`config.mk`:
```
export PLATFORM = sky130hd
export DESIGN_NAME = cell_plotter_flat
export DESIGN_NICKNAME = d
export VERILOG_FILES = /design/src/rtl/spy_draw_pkg.sv /design/src/rtl/cell_plotter_if.sv /design/src/rtl/draw_req_buf.sv /design/src/rtl/cell_plotter.sv /design/src/flat_wrapper.sv
export SDC_FILE = /design/constraint.sdc
export NUM_CORES = 1
export LEC_CHECK = 0
export CAP_MARGIN = 20
export CORE_MARGIN = 3
export CORE_UTILIZATION = 50
export DETAILED_ROUTE_END_ITERATION = 10
export PLACE_DENSITY = 0.79
export SETUP_SLACK_MARGIN = 0.05
export SLEW_MARGIN = 20
export SYNTH_ARGS = -nofsm -noshare
export SYNTH_HDL_FRONTEND = slang
export SYNTH_SLANG_ARGS = --single-unit
```
`constraint.sdc`:
```
create_clock -name clk -period 1.91 [get_ports clk]
set_input_delay 0.2865 -clock clk [delete_from_list [all_inputs] [get_ports clk]]
set_output_delay 0.2865 -clock clk [all_outputs]
set_load 0.02 [all_outputs]
```
`src/rtl/spy_draw_pkg.sv`:
```
// Shared types and constants for the cell drawing path.
// Contents: FSM state enum, default cell geometry, screen bounds,
// colour constants and the packed draw request carried between stages.
package spy_draw_pkg;

  typedef enum logic [1:0] {
    IDLE = 2'd0,
    DRAW = 2'd1,
    DONE = 2'd2
  } state_t;

  localparam int unsigned CELL_W_DEF  = 8;
  localparam int unsigned CELL_H_DEF  = 7;
  localparam int unsigned COORD_W_DEF = 8;

  localparam int unsigned SCREEN_W = 160;
  localparam int unsigned SCREEN_H = 120;

  localparam logic [2:0] COL_RED   = 3'b100;
  localparam logic [2:0] COL_WHITE = 3'b111;
  localparam logic [2:0] COL_BLACK = 3'b000;

  typedef struct packed {
    logic [COORD_W_DEF-1:0] x;
    logic [COORD_W_DEF-1:0] y;
    logic [2:0]             colour;
    logic                   full;
  } draw_req_t;

endpackage

```
`src/rtl/cell_plotter_if.sv`:
```
// Request/pixel bus between the grid stage, the cell plotter and the VGA adapter.
// master: drives start, x_in, y_in, colour_in, draw_full; observes status and pixels.
// slave : the plotter; drives ready, vga_x, vga_y, vga_colour, plot, busy, done, overflow.
interface cell_plotter_if #(
  parameter int unsigned COORD_W = 8
) ();

  logic               start;
  logic [COORD_W-1:0] x_in;
  logic [COORD_W-1:0] y_in;
  logic [2:0]         colour_in;
  logic               draw_full;

  logic               ready;
  logic [COORD_W-1:0] vga_x;
  logic [COORD_W-1:0] vga_y;
  logic [2:0]         vga_colour;
  logic               plot;
  logic               busy;
  logic               done;
  logic               overflow;

  modport master (
    output start, x_in, y_in, colour_in, draw_full,
    input  ready, vga_x, vga_y, vga_colour, plot, busy, done, overflow
  );

  modport slave (
    input  start, x_in, y_in, colour_in, draw_full,
    output ready, vga_x, vga_y, vga_colour, plot, busy, done, overflow
  );

endinterface

```
`src/rtl/draw_req_buf.sv`:
```
// One-entry pending request buffer with sticky overflow.
// Ports: clk, reset (async, active-low), i_wr/i_wr_req write side,
// i_rd consume strobe, o_rd_req/o_valid held entry, o_overflow sticky drop flag.
module draw_req_buf
  import spy_draw_pkg::*;
(
  input  logic      clk,
  input  logic      reset,
  input  logic      i_wr,
  input  draw_req_t i_wr_req,
  input  logic      i_rd,
  output draw_req_t o_rd_req,
  output logic      o_valid,
  output logic      o_overflow
);

  draw_req_t r_req;
  logic      r_valid;
  logic      r_overflow;

  // A write lands if the slot is empty or being drained this same cycle.
  always_ff @(posedge clk or negedge reset) begin
    if (!reset) begin
      r_req      <= '0;
      r_valid    <= 1'b0;
      r_overflow <= 1'b0;
    end else if (i_wr) begin
      if (!r_valid || i_rd) begin
        r_req   <= i_wr_req;
        r_valid <= 1'b1;
      end else begin
        r_overflow <= 1'b1;
      end
    end else if (i_rd) begin
      r_valid <= 1'b0;
    end
  end

  assign o_rd_req   = r_req;
  assign o_valid    = r_valid;
  assign o_overflow = r_overflow;

endmodule

```
`src/rtl/cell_plotter.sv`:
```
// Rasterises one cell request (top-left X/Y, colour, full/outline) into
// single-pixel plot commands for the 160x120 VGA adapter, one pixel per cycle.
// Ports: clk, reset (async, active-low), bus (cell_plotter_if.slave) carrying
// start/x_in/y_in/colour_in/draw_full in and ready/vga_*/plot/busy/done/overflow out.
// Optional: define CELL_PLOTTER_CLIP_EN to suppress plots outside the screen
// or whose coordinate sum carried out of COORD_W.
module cell_plotter
  import spy_draw_pkg::*;
#(
  parameter int unsigned CELL_W  = CELL_W_DEF,
  parameter int unsigned CELL_H  = CELL_H_DEF,
  parameter int unsigned COORD_W = COORD_W_DEF
) (
  input  logic         clk,
  input  logic         reset,
  cell_plotter_if.slave bus
);

  localparam int unsigned CX_W = (CELL_W > 1) ? $clog2(CELL_W) : 1;
  localparam int unsigned CY_W = (CELL_H > 1) ? $clog2(CELL_H) : 1;

  state_t             r_state;
  logic [CX_W-1:0]    r_cx;
  logic [CY_W-1:0]    r_cy;
  logic [COORD_W-1:0] r_x0;
  logic [COORD_W-1:0] r_y0;
  logic [2:0]         r_colour;
  logic               r_full;

  logic [COORD_W-1:0] r_vga_x;
  logic [COORD_W-1:0] r_vga_y;
  logic [2:0]         r_vga_colour;
  logic               r_plot;
  logic               r_busy;
  logic               r_done;
  logic               r_ready;

  draw_req_t          w_in_req;
  draw_req_t          w_buf_req;
  draw_req_t          w_next_req;
  logic               w_buf_valid;
  logic               w_buf_wr;
  logic               w_buf_rd;
  logic               w_buf_ovf;
  logic               w_load;
  logic               w_last_x;
  logic               w_last_y;
  logic               w_border;
  logic               w_visible;
  logic [COORD_W-1:0] w_px;
  logic [COORD_W-1:0] w_py;

  assign w_in_req.x      = COORD_W_DEF'(bus.x_in);
  assign w_in_req.y      = COORD_W_DEF'(bus.y_in);
  assign w_in_req.colour = bus.colour_in;
  assign w_in_req.full   = bus.draw_full;

  // Starts during a draw, or during DONE while the held entry is drained, go to the buffer.
  assign w_buf_wr = bus.start &&
                    ((r_state == DRAW) || ((r_state == DONE) && w_buf_valid));
  assign w_buf_rd = (r_state == DONE) && w_buf_valid;

  draw_req_buf u_buf (
    .clk        (clk),
    .reset      (reset),
    .i_wr       (w_buf_wr),
    .i_wr_req   (w_in_req),
    .i_rd       (w_buf_rd),
    .o_rd_req   (w_buf_req),
    .o_valid    (w_buf_valid),
    .o_overflow (w_buf_ovf)
  );

  // The held entry has priority over a same-cycle start when a cell completes.
  assign w_next_req = w_buf_rd ? w_buf_req : w_in_req;
  assign w_load     = ((r_state == IDLE) && bus.start) ||
                      ((r_state == DONE) && (w_buf_valid || bus.start));

  assign w_last_x = (r_cx == CX_W'(CELL_W - 1));
  assign w_last_y = (r_cy == CY_W'(CELL_H - 1));
  assign w_border = (r_cx == '0) || w_last_x || (r_cy == '0) || w_last_y;

`ifdef CELL_PLOTTER_CLIP_EN
  logic [COORD_W:0] w_sum_x;
  logic [COORD_W:0] w_sum_y;

  // The extra sum bit catches carry-out, which is always beyond the screen.
  assign w_sum_x   = {1'b0, r_x0} + (COORD_W+1)'(r_cx);
  assign w_sum_y   = {1'b0, r_y0} + (COORD_W+1)'(r_cy);
  assign w_px      = w_sum_x[COORD_W-1:0];
  assign w_py      = w_sum_y[COORD_W-1:0];
  assign w_visible = (w_sum_x < (COORD_W+1)'(SCREEN_W)) &&
                     (w_sum_y < (COORD_W+1)'(SCREEN_H));
`else
  assign w_px      = r_x0 + COORD_W'(r_cx);
  assign w_py      = r_y0 + COORD_W'(r_cy);
  assign w_visible = 1'b1;
`endif

  // Control FSM, raster counters and registered pixel outputs.
  always_ff @(posedge clk or negedge reset) begin
    if (!reset) begin
      r_state      <= IDLE;
      r_cx         <= '0;
      r_cy         <= '0;
      r_x0         <= '0;
      r_y0         <= '0;
      r_colour     <= '0;
      r_full       <= 1'b0;
      r_vga_x      <= '0;
      r_vga_y      <= '0;
      r_vga_colour <= '0;
      r_plot       <= 1'b0;
      r_busy       <= 1'b0;
      r_done       <= 1'b0;
      r_ready      <= 1'b1;
    end else begin
      r_plot <= 1'b0;
      r_done <= 1'b0;

      if (w_load) begin
        r_x0     <= COORD_W'(w_next_req.x);
        r_y0     <= COORD_W'(w_next_req.y);
        r_colour <= w_next_req.colour;
        r_full   <= w_next_req.full;
        r_cx     <= '0;
        r_cy     <= '0;
      end

      case (r_state)
        IDLE: begin
          if (bus.start) begin
            r_state <= DRAW;
            r_busy  <= 1'b1;
            r_ready <= 1'b0;
          end
        end

        DRAW: begin
          r_vga_x      <= w_px;
          r_vga_y      <= w_py;
          r_vga_colour <= r_colour;
          r_plot       <= (r_full || w_border) && w_visible;
          if (w_last_x) begin
            r_cx <= '0;
            if (w_last_y) begin
              r_state <= DONE;
            end else begin
              r_cy <= r_cy + CY_W'(1);
            end
          end else begin
            r_cx <= r_cx + CX_W'(1);
          end
        end

        DONE: begin
          r_done <= 1'b1;
          if (w_load) begin
            r_state <= DRAW;
          end else begin
            r_state <= IDLE;
            r_busy  <= 1'b0;
            r_ready <= 1'b1;
          end
        end

        default: begin
          r_state <= IDLE;
          r_busy  <= 1'b0;
          r_ready <= 1'b1;
        end
      endcase
    end
  end

  assign bus.ready      = r_ready;
  assign bus.vga_x      = r_vga_x;
  assign bus.vga_y      = r_vga_y;
  assign bus.vga_colour = r_vga_colour;
  assign bus.plot       = r_plot;
  assign bus.busy       = r_busy;
  assign bus.done       = r_done;
  assign bus.overflow   = w_buf_ovf;

endmodule

```
`src/flat_wrapper.sv`:
```
// flat-port wrapper written by rule: the top's interface ports become plain ports
module cell_plotter_flat import spy_draw_pkg::*;
#(
  parameter int unsigned CELL_W  = CELL_W_DEF,
  parameter int unsigned CELL_H  = CELL_H_DEF,
  parameter int unsigned COORD_W = COORD_W_DEF
)
  (clk, reset, bus_start, bus_x_in, bus_y_in, bus_colour_in, bus_draw_full, bus_ready, bus_vga_x, bus_vga_y, bus_vga_colour, bus_plot, bus_busy, bus_done, bus_overflow);
  cell_plotter_if #(.COORD_W(COORD_W)) bus_i ();
  input  logic clk;
  input  logic reset;
  input wire logic [$bits(bus_i.start)-1:0] bus_start;
  input wire logic [$bits(bus_i.x_in)-1:0] bus_x_in;
  input wire logic [$bits(bus_i.y_in)-1:0] bus_y_in;
  input wire logic [$bits(bus_i.colour_in)-1:0] bus_colour_in;
  input wire logic [$bits(bus_i.draw_full)-1:0] bus_draw_full;
  output wire logic [$bits(bus_i.ready)-1:0] bus_ready;
  output wire logic [$bits(bus_i.vga_x)-1:0] bus_vga_x;
  output wire logic [$bits(bus_i.vga_y)-1:0] bus_vga_y;
  output wire logic [$bits(bus_i.vga_colour)-1:0] bus_vga_colour;
  output wire logic [$bits(bus_i.plot)-1:0] bus_plot;
  output wire logic [$bits(bus_i.busy)-1:0] bus_busy;
  output wire logic [$bits(bus_i.done)-1:0] bus_done;
  output wire logic [$bits(bus_i.overflow)-1:0] bus_overflow;
  assign bus_i.start = bus_start;
  assign bus_i.x_in = bus_x_in;
  assign bus_i.y_in = bus_y_in;
  assign bus_i.colour_in = bus_colour_in;
  assign bus_i.draw_full = bus_draw_full;
  assign bus_ready = bus_i.ready;
  assign bus_vga_x = bus_i.vga_x;
  assign bus_vga_y = bus_i.vga_y;
  assign bus_vga_colour = bus_i.vga_colour;
  assign bus_plot = bus_i.plot;
  assign bus_busy = bus_i.busy;
  assign bus_done = bus_i.done;
  assign bus_overflow = bus_i.overflow;
  cell_plotter #(.CELL_W(CELL_W), .CELL_H(CELL_H), .COORD_W(COORD_W)) u_core (.clk(clk), .reset(reset), .bus(bus_i));
endmodule
```
==> tab_implementation.tex <==
\begin{tabular}{lr}
\hline
Metric & Value \\
\hline
\multicolumn{2}{l}{\textbf{Worst setup path}} \\
\quad CP peak stage delay & 0.60 ns \\
\quad Gate family responsible for the most delay along the worst path & buffers and inverters \\
\quad Length in cells of the worst reg-to-reg path & 6 \\
\quad Launching point of the worst reg2reg path & u\_core.r\_cx[0]\$\_DFFE\_PN0P\_ \\
\quad Max stage delay cell, worst path & clkdlybuf4s50\_1 \\
\quad Crit Reg-Reg Endpoint & u\_core.bus.vga\_x[6]\$\_DFFE\_PN0P\_ \\
\quad Endpoint class of the critical path & primary output \\
\quad Crit Path Class & reg -> out \\
\quad Cell count along the critical path & 1 \\
\quad Number of buffer and inverter instances along the worst setup path & 1 \\
\quad Worst path required time & 1.62 ns \\
\quad CP startpoint & u\_core.bus.ready\$\_DFFE\_PN1P\_ \\
\quad Critical path destination & bus\_ready \\
\quad Largest driver fanout on the critical path & 3 \\
\quad Data arrival time at the worst-slack endpoint & 1.49 ns \\
\quad Startpoint class of the critical path & register \\
\quad Ordered cell list for the critical path & clkdlybuf4s50\_1 \\
\quad Setup slack of the most critical reg-to-reg path & 0.23 ns \\
\multicolumn{2}{l}{\textbf{Layout}} \\
\quad Filler Cell Count & 516 \\
\quad Multi-input logic area & 0.00153 mm\^{}2 \\
\quad Fraction of final layout cells sized beyond drive strength 1 & 13.7\% \\
\quad Layout Nets & 397 \\
\quad Area used by sequential logic in the layout & 0.00183 mm\^{}2 \\
\quad Final instance count without filler cells & 442 \\
\quad Area added between synthesis and finish & 21.0\% \\
\quad Final core area utilization & 64.1\% \\
\quad Final instance area & 0.00419 mm\^{}2 \\
\quad Number of antenna cells inserted & 0 \\
\multicolumn{2}{l}{\textbf{Clocking}} \\
\quad Worst skew pair latency & 0.35 ns \\
\quad CTS max path bufs & 2 \\
\quad Root Buffer & clkbuf\_8 \\
\quad Register clock-pin slew on the reported worst setup and hold paths & 0.08 ns \\
\quad CTS tree & done \\
\quad Post-CTS setup buffer count & 0 \\
\quad Number of buffers added by the clock tree synthesis step & 9 \\
\quad Number of H-tree branching levels & 3 \\
\quad Clock Sink Count & 73 \\
\multicolumn{2}{l}{\textbf{Pwr}} \\
\quad PwrDens & 681 mW/mm\^{}2 \\
\quad Worst IR Drop VDD & 0.498 mV \\
\quad Static Leakage & 0.00194 uW \\
\multicolumn{2}{l}{\textbf{Placement}} \\
\quad Final GP Congestion & 0.787 \\
\quad Cells after DPL & 425 \\
\quad Placed Instance Area & 0.00400 mm\^{}2 \\
\quad Half-perimeter wire length after detailed placement & 4520 um \\
\quad Count of port buffers added during placement & 46 \\
\multicolumn{2}{l}{\textbf{Synth}} \\
\quad Synth area leader & dfrtp\_1 \\
\quad Synth area leaders & dfrtp\_1 (52\%), mux2\_4 (8.7\%), nand2\_1 (6.9\%) \\
\quad Sequential fraction of the synthesis area & 52.9\% \\
\quad Area share of the leading cell type in the synthesized netlist & 52.1\% \\
\quad Number of warnings reported in the yosys synthesis log & 0 \\
\quad Ys flop type & dfrtp\_1 \\
\quad Share of flip-flops with an asynchronous set or reset & 100\% \\
\quad Commonest cells post-synth & dfrtp\_1 (72), nand2\_1 (64), o21ai\_0 (33) \\
\quad Number of flops mapped to enable cells by yosys & 0 \\
\quad Cell with the most instances after synthesis & dfrtp\_1 \\
\quad Avg Cell Area, Syn & 11.1 um\^{}2 \\
\quad Synth Instances & 311 \\
\quad Net count after synthesis & 348 \\
\quad Count of state elements after synthesis & 73 \\
\quad Distinct cell type count of the synthesized netlist & 34 \\
\quad Cell area after synthesis & 0.00346 mm\^{}2 \\
\multicolumn{2}{l}{\textbf{Routing}} \\
\quad Routed length per placed instance & 15.3 um \\
\quad Number of iterations in the first detailed-routing pass & 4 \\
\quad Vias per std cell & 5.34 \\
\quad DRC viols & 0 \\
\quad Total wire length after detailed routing & 6780 um \\
\quad Total via count after detailed routing & 2362 \\
\quad Violation count after the first detailed-route iteration & 125 \\
\quad Routed Antenna Nets & 0 \\
\multicolumn{2}{l}{\textbf{Timing}} \\
\quad Final setup violation count & 0 \\
\quad Largest clock skew in the final design & 0.00578 ns \\
\quad Hold violation count in the final report & 0 \\
\quad Relative slew margins & 67.1\% \\
\quad Final-report max-slew violation count & 0 \\
\quad Slew at the pin closest to its max-slew limit & 0.493 ns \\
\quad Summed negative setup slack over all endpoints & 0 ns \\
\quad Fin crit period & 1.77 ns \\
\quad Unrepaired setup endpoints after global routing & false \\
\quad F\_max & 564 MHz \\
\quad Final worst path period share & 92.9\% \\
\multicolumn{2}{l}{\textbf{Global routing}} \\
\quad Vias in the first global route & 2428 \\
\quad Gr usage total & 19.1\% \\
\quad First-pass GRT wire length & 11500 um \\
\quad Antenna violations before repair & 0 \\
\quad Pin count of the biggest net entering global routing & 41 \\
\quad Remaining global-route overflow & 0 \\
\multicolumn{2}{l}{\textbf{Min path}} \\
\quad Hold crit path type & reg -> reg \\
\multicolumn{2}{l}{\textbf{Die}} \\
\quad Die area & 0.00795 mm\^{}2 \\
\quad Core Region & 0.00653 mm\^{}2 \\
\quad Die width & 89.2 um \\
\quad Starting density of the core & 53.0\% \\
\quad Top-Level Pins & 47 \\
\quad Die H & 89.2 um \\
\quad Cell row count & 29 \\
\multicolumn{2}{l}{\textbf{Run}} \\
\quad Max-cap check violation count & 0 \\
\multicolumn{2}{l}{\textbf{Status}} \\
\quad Run status & finished clean \\
\hline
\end{tabular}
repair_timing:
item	CTS	global route
gates resized for setup	0	2
hold endpoints to repair	34	0
endpoints found under the setup margin	0	2
hold buffers	1	0
final cells by class:
class	instances	share of cell area, %
Clock inverter	5	0.747
Tap cell	77	2.30
Multi-Input combinational cell	217	36.5
Sequential cell	73	43.7
Timing Repair Buffer	54	13.0
Inverter	5	0.448
Clock buffer	11	3.38
logic make-up after synthesis:
kind of cell,after synthesis,share of synthesized area [%]
AO/OA/AOI/OAI,56,8.68
buffers and inverters,21,3.22
flip-flops,73,52.9
XOR/XNOR,12,3.04
multiplexers,41,14.8
AND/OR/NAND/NOR,94,11.9
adder cells (fa/ha/maj),14,5.50
worst min path at each step:
stage                                           to  cells after the start                           startpoint  slack [ns]
2_1_floorplan          u_core.bus.busy$_DFFE_PN0P_                      0                                reset      -0.009
3_3_place_gp       u_core.bus.vga_x[5]$_DFFE_PN0P_                      2                                reset        0.37
3_5_place_dp       u_core.bus.vga_x[5]$_DFFE_PN0P_                      2                                reset        0.37
4_1_cts        u_core.u_buf.o_overflow$_DFFE_PN0P_                      1  u_core.u_buf.o_overflow$_DFFE_PN0P_        0.48
5_1_grt        u_core.u_buf.o_overflow$_DFFE_PN0P_                      1  u_core.u_buf.o_overflow$_DFFE_PN0P_        0.49
6_report       u_core.u_buf.o_overflow$_DFFE_PN0P_                      1  u_core.u_buf.o_overflow$_DFFE_PN0P_        0.47
cell usage in the layout, fill, tap and decap left out, types with 2 or more instances in the layout:
| cell type | instances |
|---|---|
| clkdlybuf4s50_1 | 45 |
| a21oi_1 | 10 |
| fa_1 | 2 |
| clkbuf_8 | 10 |
| inv_1 | 5 |
| nand2_1 | 64 |
| buf_4 | 5 |
| buf_12 | 2 |
| o21ai_0 | 33 |
| o31ai_1 | 3 |
| nor2b_1 | 4 |
| o21ai_1 | 4 |
| dfrtp_1 | 72 |
| nor3b_1 | 2 |
| a21oi_2 | 2 |
| clkinv_2 | 3 |
| mux2_4 | 20 |
| nand2b_1 | 2 |
| mux2i_1 | 21 |
| nand3_1 | 8 |
| xnor2_1 | 12 |
| ha_1 | 12 |
| nand4_1 | 2 |
| nor2_1 | 6 |
report_power, final:
group	switching, uW	leakage [uW]	total (uW)	internal, uW
logic	57.2	0.00103	152	94.9
registers	22.7	0.000823	1610	1580
clock network	588	0.0000891	1090	503
stage by stage:
step                worst slack (ns)  power (uW)  hold WS, ns
CTS                            0.116        2870        0.476
floorplan                      0.326        1690     -0.00909
finish                         0.136        2850        0.470
global route                  0.0727        2960        0.487
global placement               0.262        1780        0.365
detailed placement             0.199        1790        0.367
worst reg2reg max path, delay by kind of cell, from the launching register on:
kind            cells  cell delay [ns]
fa+ha+maj           2             0.65
flops               1             0.43
compound gates      2             0.33
xor+xnor            1             0.12
simple gates        1             0.08
sequential cells by signal (all words and copies together) (netlist names):
name and flops:
u_core.r_colour 3, u_core.r_full 1, u_core.r_x0 8, u_core.r_y0 8, u_core.r_state 2, u_core.bus.vga_colour 3
u_core.bus.busy 1, u_core.r_cy 3, u_core.u_buf.o_overflow 1, u_core.u_buf.o_rd_req 20, u_core.bus.done 1, u_core.u_buf.o_valid 1
u_core.bus.vga_y 8, u_core.bus.vga_x 8, u_core.r_cx 3, u_core.bus.plot 1, u_core.bus.ready 1
per-layer routing:
| layer | GRT usage (%) | up-vias | routed length, um | part of all wire (%) |
|---|---|---|---|---|
| met5 | 0 | - | 0 | 0 |
| met4 | 8.12 | 0 | 119 | 1.8 |
| li1 | - | 1154 | - | - |
| met1 | 25.1 | 1154 | 3190 | 47 |
| met3 | 4.06 | 9 | 267 | 3.9 |
| met2 | 30.5 | 45 | 3200 | 47 |
Power figures use the tool's default switching activity.
